`src/rtl/alu_shift_left_seq_if.sv`:
```
// Operand/result bundle of the sequential left-shift unit.
// The ALU side drives start/a/shamt; the shift unit returns status and result.
interface alu_shift_left_seq_if #(
    parameter int IN_W  = 3,
    parameter int OUT_W = 5,
    parameter int AMT_W = 3
) ();
    logic             start;
    logic [IN_W-1:0]  a;
    logic [AMT_W-1:0] shamt;
    logic             busy;
    logic             done;
    logic [OUT_W-1:0] a_shiftl;
    logic             carry;

    modport master (
        output start, a, shamt,
        input  busy, done, a_shiftl, carry
    );

    modport slave (
        input  start, a, shamt,
        output busy, done, a_shiftl, carry
    );
endinterface

```
`src/rtl/alu_shift_left_seq.sv`:
```
// Sequential logical left shifter: zero-extends a, shifts one bit per clock,
// and reports the widened result plus a sticky carry-out with a one-cycle done.
module alu_shift_left_seq #(
    parameter int IN_W  = 3,
    parameter int OUT_W = 5,
    parameter int AMT_W = 3
) (
    input  logic                 clk,
    input  logic                 rst,
    alu_shift_left_seq_if.slave  bus
);
    typedef enum logic [1:0] {
        IDLE  = 2'd0,
        SHIFT = 2'd1,
        DONE  = 2'd2
    } state_t;

    state_t           state_reg;
    logic [OUT_W-1:0] work_reg;
    logic [AMT_W-1:0] cnt_reg;
    logic             cy_reg;
    logic [OUT_W-1:0] a_shiftl_reg;
    logic             carry_reg;

    logic [OUT_W-1:0] a_ext;
    logic [OUT_W-1:0] work_next;
    logic             cy_next;

    // Zero-extend the operand bit by bit so OUT_W == IN_W needs no special case.
    generate
        for (genvar gi = 0; gi < OUT_W; gi++) begin : g_ext
            if (gi < IN_W) begin : g_bit
                assign a_ext[gi] = bus.a[gi];
            end else begin : g_zero
                assign a_ext[gi] = 1'b0;
            end
        end
    endgenerate

    assign work_next = {work_reg[OUT_W-2:0], 1'b0};
    assign cy_next   = cy_reg | work_reg[OUT_W-1];

    always_ff @(posedge clk) begin
        if (rst) begin
            state_reg    <= IDLE;
            work_reg     <= '0;
            cnt_reg      <= '0;
            cy_reg       <= 1'b0;
            a_shiftl_reg <= '0;
            carry_reg    <= 1'b0;
        end else begin
            case (state_reg)
                IDLE: begin
                    if (bus.start) begin
                        work_reg <= a_ext;
                        cnt_reg  <= bus.shamt;
                        cy_reg   <= 1'b0;
                        if (bus.shamt == '0) begin
                            // Zero shift: result is the extended operand, no carry.
                            state_reg    <= DONE;
                            a_shiftl_reg <= a_ext;
                            carry_reg    <= 1'b0;
                        end else begin
                            state_reg <= SHIFT;
                        end
                    end
                end
                SHIFT: begin
                    work_reg <= work_next;
                    cy_reg   <= cy_next;
                    cnt_reg  <= cnt_reg - AMT_W'(1);
                    if (cnt_reg == AMT_W'(1)) begin
                        state_reg    <= DONE;
                        a_shiftl_reg <= work_next;
                        carry_reg    <= cy_next;
                    end
                end
                DONE: begin
                    state_reg <= IDLE;
                end
                default: begin
                    state_reg <= IDLE;
                end
            endcase
        end
    end

    // Status comes straight from the state register: no input-to-output path.
    assign bus.busy     = (state_reg != IDLE);
    assign bus.done     = (state_reg == DONE);
    assign bus.a_shiftl = a_shiftl_reg;
    assign bus.carry    = carry_reg;
endmodule

```
`src/flat_wrapper.sv`:
```
// flat-port wrapper written by rule: the top's interface ports become plain ports
module alu_shift_left_seq_flat 
#(
    parameter int IN_W  = 3,
    parameter int OUT_W = 5,
    parameter int AMT_W = 3
)
  (clk, rst, bus_start, bus_a, bus_shamt, bus_busy, bus_done, bus_a_shiftl, bus_carry);
  alu_shift_left_seq_if #(.IN_W(IN_W), .OUT_W(OUT_W), .AMT_W(AMT_W)) bus_i ();
  input  logic clk;
  input  logic rst;
  input wire logic [$bits(bus_i.start)-1:0] bus_start;
  input wire logic [$bits(bus_i.a)-1:0] bus_a;
  input wire logic [$bits(bus_i.shamt)-1:0] bus_shamt;
  output wire logic [$bits(bus_i.busy)-1:0] bus_busy;
  output wire logic [$bits(bus_i.done)-1:0] bus_done;
  output wire logic [$bits(bus_i.a_shiftl)-1:0] bus_a_shiftl;
  output wire logic [$bits(bus_i.carry)-1:0] bus_carry;
  assign bus_i.start = bus_start;
  assign bus_i.a = bus_a;
  assign bus_i.shamt = bus_shamt;
  assign bus_busy = bus_i.busy;
  assign bus_done = bus_i.done;
  assign bus_a_shiftl = bus_i.a_shiftl;
  assign bus_carry = bus_i.carry;
  alu_shift_left_seq #(.IN_W(IN_W), .OUT_W(OUT_W), .AMT_W(AMT_W)) u_core (.clk(clk), .rst(rst), .bus(bus_i));
endmodule
```
`config.mk`:
```
export PLATFORM = sky130hd
export DESIGN_NAME = alu_shift_left_seq_flat
export DESIGN_NICKNAME = d
export VERILOG_FILES = /design/src/rtl/alu_shift_left_seq_if.sv /design/src/rtl/alu_shift_left_seq.sv /design/src/flat_wrapper.sv
export SDC_FILE = /design/constraint.sdc
export NUM_CORES = 1
export LEC_CHECK = 0
export ABC_AREA = 1
export CAP_MARGIN = 20
export CORE_MARGIN = 2
export CORE_UTILIZATION = 30
export CTS_BUF_LIST = sky130_fd_sc_hd__clkbuf_8 sky130_fd_sc_hd__clkbuf_16
export CTS_CLUSTER_SIZE = 12
export DETAILED_ROUTE_END_ITERATION = 10
export MAX_ROUTING_LAYER = met4
export PLACE_DENSITY_LB_ADDON = 0.15
export SLEW_MARGIN = 10
export SYNTH_ARGS = -nofsm -noshare
export SYNTH_HDL_FRONTEND = slang
export SYNTH_SLANG_ARGS = --single-unit
```
`constraint.sdc`:
```
create_clock -name clk -period 2.56 [get_ports clk]
set_input_delay 0.512 -clock clk [delete_from_list [all_inputs] [get_ports clk]]
set_output_delay 0.512 -clock clk [all_outputs]
set_load 0.02 [all_outputs]
```
==> results_dict.tcl, run 1 <==
set metrics [dict create \
    setup.worst_path.end_class "output pin" \
    period_share_pct 75.91 \
    whs_ps 465.2 \
    drv_cap 0 \
    die_width_um 55.59 \
    syn-cell-area_sq_um 798.3 \
    synth_top_area_share_pct 42.63 \
    io_buffers 16 \
    yosysTopAreaCell "dfxtp_1" \
    path_max_fanout 5 \
    drt_iter0_markers 15 \
    die_h_um 55.59 \
    dp_hpwl_mm 1.296 \
    first_global_vias 694 \
    setup_viol 0 \
    vias 744 \
    ys.flop_type "dfxtp_1" \
    synth_cell_types 19 \
    io_pins 17 \
    synth_commonest_cells "nand2_1 (27), nor2_1 (20), dfxtp_1 (17)" \
    vdd_drop_max_v 0.0004542 \
    leakage_nw 0.4465 \
    finClkSkew_ps 3.073 \
    h-tree-depth 1 \
    drt_pre_antenna_iters 5 \
    critPathKind "reg -> out" \
    critPathMaxStageDelay_ps 600 \
    outcome "completed" \
    final_cells 164 \
    ys_warn_count 0 \
    dieArea_sq_mm 0.003090 \
    post-route-util_pct 41.54 \
    ys_seq_elements 17 \
    hold_class "reg -> reg" \
    synthToLayoutAreaGrowth_pct 30.09 \
    rows 18 \
    hold_start "u_core.work_reg[3]" \
    seq_area_frac_synth_pct 42.63 \
    worstMarginPinSlew_ps 448.3 \
    cts_buffer_depth 2 \
    finalPower_uw 820.5 \
    worst_slew_margin_rel_pct 69.91 \
    cts.sinks 17 \
    synth.most_common_cell "nand2_1" \
    avgViaCountPerCell 4.537 \
    r2r_start "u_core.cnt_reg[0]" \
    synth-edff-count 0 \
    insertion_delay_ps 250 \
    wl_per_cell_um 10.13 \
    rsz0062_at_grt "no" \
    path_clk_slew_ps 70 \
    grt_antenna_before_repair 0 \
    drive_gt1_share_pct 9.701 \
    numCtsBuffers 3 \
    final_nets 146 \
    drcViolationCount 0 \
    core_area_sq_mm 0.002500 \
    crit_buf_inv 2 \
    crit_path_start "u_core.state_reg[0]" \
    synth-async-reset-ratio_pct 0 \
    critPathTopFamily "buffers and inverters" \
    cp.arrival_ps 1430 \
    crit_path_top_delay_cell "clkdlybuf4s50_1" \
    grt.total_usage_pct 12.16 \
    overflow 0 \
    startpoint_type "flop" \
    cts-resized-gates 0 \
    slew_violations 0 \
    hold_viol_final 0 \
    synth.top_cells.by_area "dfxtp_1 (43%), nand2_1 (13%), nor2_1 (9.4%)" \
    period_needed_ps 1943 \
    tns_ps 0 \
    drt_wl_total_mm 1.661 \
    crit_required_ps 2050 \
    cts-root-buf "clkbuf_8" \
    powerDensity_mw_per_mm2 790.1 \
    syn-num-nets 126 \
    synthCells 115 \
    drtAntennaViolNets 0 \
    grt_pass1_wl_mm 2.939 \
    tritoncts "done" \
    cts_setup_buffers 0 \
    start_util_pct 31.93 \
    hold_buffers 0 \
    place_inst 160 \
    antenna_cells 0 \
    grt_max_degree 11 \
    synth_area_per_cell_sq_um 6.941 \
    max_freq_mhz 514.6 \
    gp_congestion 0.8153 \
    crit_chain "inv_2, nand2_1, clkdlybuf4s50_1" \
]
## layout by cell type, fill, tap and decap left out
master,netlist,final
nor2_2,1,1
clkinv_2,0,1
nand2_2,2,2
clkdlybuf4s50_1,0,16
nor2_1,20,20
inv_2,2,2
nand2_4,1,1
clkbuf_8,0,3
nor3_1,1,1
nor2_4,2,2
inv_1,10,10
nand3_1,9,9
or2_2,1,1
o21ai_0,5,5
o21ai_1,2,2
dfxtp_1,17,17
a211oi_1,1,1
a21oi_1,10,10
ha_1,2,2
nand4_1,1,1
nand2_1,27,27
## area by class of cell
class                      instances  area [sq um]
fill                             269          1461
multi-input combinational         85         409.1
sequential                        17         340.3
timing repair buffer              16         160.2
inverter                          12         45.04
clock buffer                       3         41.29
tap                               30         37.54
clock inverter                     1         5.005
## routing by layer
| layer | share of wire (%) | global-route usage (%) | vias to the layer above |
|---|---|---|---|
| li1 | - | - | 406 |
| met1 | 49 | 14.72 | 318 |
| met2 | 45 | 18.71 | 16 |
| met3 | 4.7 | 3.721 | 4 |
| met4 | 1.4 | 5.226 | 0 |
| met5 | 0 | - | - |
## metrics by stage
stage	cell area (sq um)	setup slack, ps
finish	1039	616.6
global route	1039	556.9
CTS	1039	612.4
detailed placement	992.2	742.2
global placement	992.2	792.0
floorplan	798.3	1314
## worst reg2reg max path: cells and delay by family (launching register included)
| kind | cells | cell delay [ps] |
|---|---|---|
| fa+ha+maj | 1 | 180 |
| buf+inv | 1 | 40 |
| flops | 1 | 380 |
| simple gates | 6 | 570 |
## logic make-up (layout without fill, tap and decap cells)
group / after synthesis / count (layout) / synth area share (%)
and+or+nand+nor: 65 / 65 / 36.52
buffers and inverters: 13 / 32 / 6.113
DFF: 17 / 17 / 42.63
AOI/OAI and AO/OA: 18 / 18 / 11.60
adders and majority gates: 2 / 2 / 3.134
## worst paths after layout
| check | to | slack, ps | depth (start not counted) |
|---|---|---|---|
| worst max register to register | u_core.bus.a_shiftl[0] | 1300 | 8 |
| worst max-delay path | bus_busy | 620 | 3 |
| worst min-delay path | u_core.work_reg[3] | 470 | 2 |
| worst min register to register | u_core.work_reg[3] | 470 | 2 |
## where the power goes
part / leakage [nW] / switching, mW / internal [mW] / total [mW]
logic: 0.281 / 0.173 / 0.118 / 0.291
registers: 0.140 / 0.0247 / 0.307 / 0.331
clock network: 0.0255 / 0.0902 / 0.108 / 0.198
Power figures use the tool's default switching activity.
==> run 2: changes to the inputs <==
==> constraint.sdc (replaced) <==
create_clock -name clk -period 1.72 [get_ports clk]
set_input_delay 0.344 -clock clk [delete_from_list [all_inputs] [get_ports clk]]
set_output_delay 0.344 -clock clk [all_outputs]
set_load 0.02 [all_outputs]
==> run 2 against run 1 <==
Effect of this change: critical path depth shrank 2; total power rose by 51%; hold slack improved by 3.3 ps; core utilization increased by 0.80 points; largest cell class unchanged; largest power group unchanged.
==> results_dict.tcl, run 2 (synthesized netlist as in run 1, its figures left out) <==
set metrics [dict create \
    critPathKind "reg -> out" \
    io_pins 17 \
    finClkSkew_ps 3.720 \
    powerDensity_mw_per_mm2 1168 \
    overflow 0 \
    rrSetupSlack_ps 450 \
    crit_required_ps 1380 \
    r2r.worst_path.cells 8 \
    drt_iter0_markers 7 \
    avgViaCountPerCell 4.557 \
    synthToLayoutAreaGrowth_pct 32.60 \
    rsz0062_at_grt "no" \
    setup.worst_path.end_class "output pin" \
    cts-resized-gates 2 \
    wl_met2_um 752 \
    gp_congestion 0.8212 \
    worstMarginPinSlew_ps 350.5 \
    period_needed_ps 1530 \
    drcViolationCount 0 \
    cts.sinks 17 \
    top_layer "met4" \
    setup_viol 0 \
    grt_antenna_before_repair 0 \
    tns_ps 0 \
    comb_power_share_pct 35.8 \
    post-route-util_pct 42.34 \
    drtAntennaViolNets 0 \
    place_inst 163 \
    r2r_start "u_core.cnt_reg[0]" \
    max_freq_mhz 653.7 \
    placed_area_sq_mm 0.001015 \
    cts_setup_buffers 0 \
    seq_power_share_pct 39.8 \
    dp_hpwl_mm 1.319 \
    critPathTopFamily "buffers and inverters" \
    whs_ps 468.5 \
    leakage_nw 0.4681 \
    wl_per_cell_um 10.31 \
    io_buffers 16 \
    crit_chain "clkdlybuf4s50_1" \
    outcome "completed" \
    core_area_sq_mm 0.002500 \
    crit_path_start "u_core.bus.a_shiftl[0]" \
    numCtsBuffers 3 \
    insertion_delay_ps 250 \
    slew_violations 0 \
    final_cell_mix "nand2_1 (27), nor2_1 (20), dfxtp_1 (17)" \
    path_max_fanout 2 \
    cts_buffer_depth 2 \
    die_h_um 55.59 \
    die_width_um 55.59 \
    place_ws_ps 87.44 \
    drt_pre_antenna_iters 4 \
    path_clk_slew_ps 70 \
    first_global_vias 689 \
    grt.total_usage_pct 12.36 \
    met3_length_um 73 \
    critPathMaxStageDelay_ps 600 \
    p_sw_share_pct 35.47 \
    vias 761 \
    wl_met1_um 884 \
    final_nets 149 \
    drt_wl_total_mm 1.722 \
    crit_path_top_delay_cell "clkdlybuf4s50_1" \
    tritoncts "done" \
    p_clk_share_pct 24.4 \
    grt_max_degree 11 \
    final_cells 167 \
    drive_gt1_share_pct 11.68 \
    rows 18 \
    hold_viol_final 0 \
    period_share_pct 88.94 \
    h-tree-depth 1 \
    endpoint "bus_a_shiftl[0]" \
    rr_endpoint "u_core.bus.a_shiftl[4]" \
    cp.arrival_ps 1190 \
    dieArea_sq_mm 0.003090 \
    hold_class "reg -> reg" \
    startpoint_type "flop" \
    final_common_cell "nand2_1" \
    antenna_cells 0 \
    path_depth 1 \
    vdd_drop_max_v 0.0005586 \
    crit_buf_inv 1 \
    internal-power_uw 797.9 \
    start_util_pct 31.93 \
    worst_slew_margin_rel_pct 76.63 \
    hold_depth 2 \
    net-switching-power_uw 438.6 \
    cts-root-buf "clkbuf_8" \
    drv_cap 0 \
    finalPower_mw 1.237 \
    hold_buffers 0 \
    grt_pass1_wl_mm 3.042 \
    final_area_sq_mm 0.001059 \
    setup_ws_ps 190.3 \
]
run 2: changes by cell type in the layout (fill, tap and decap cells not counted), sizes merged:
cell / delta
clkdlybuf4s50: -2
dlygate4sd2: +2
buf: +3
run 2: how the worst min path moves through the flow:
stage,start,to
floorplan,u_core.work_reg[3],u_core.work_reg[3]
global placement,u_core.work_reg[3],u_core.work_reg[3]
detailed placement,u_core.work_reg[4],u_core.work_reg[4]
CTS,u_core.work_reg[4],u_core.work_reg[4]
global route,u_core.work_reg[4],u_core.work_reg[4]
finish,u_core.work_reg[3],u_core.work_reg[3]
run 2: final cells by class:
class / count / area (sq um)
clock buffers: 3 / 41.29
clock inverters: 1 / 5.005
fillers: 276 / 1441
inverters: 12 / 45.04
multi-input cells: 85 / 409.1
flip-flops and latches: 17 / 340.3
well taps: 30 / 37.54
repair buffers: 19 / 180.2
run 2: tightest hold or removal path, cell delays in order, from the launching register on:
cell	delay, ps
dfxtp_1	310
nand2_1	60
a21oi_1	50
run 2: routing by layer:
metal,GRT usage [%],vias up
met5,-,-
met4,4.181,0
met3,2.093,2
met2,19.22,12
met1,16.28,335
li1,-,412
run 2: power groups by stage:
| stage | logic [mW] | registers (mW) | clock network (mW) |
|---|---|---|---|
| after CTS | 0.448 | 0.493 | 0.311 |
| after global routing | 0.504 | 0.501 | 0.330 |
| after floorplan | 0.261 | 0.531 | 0 |
| after detailed placement | 0.453 | 0.502 | 0 |
| final | 0.443 | 0.492 | 0.302 |
| after global placement | 0.453 | 0.500 | 0 |
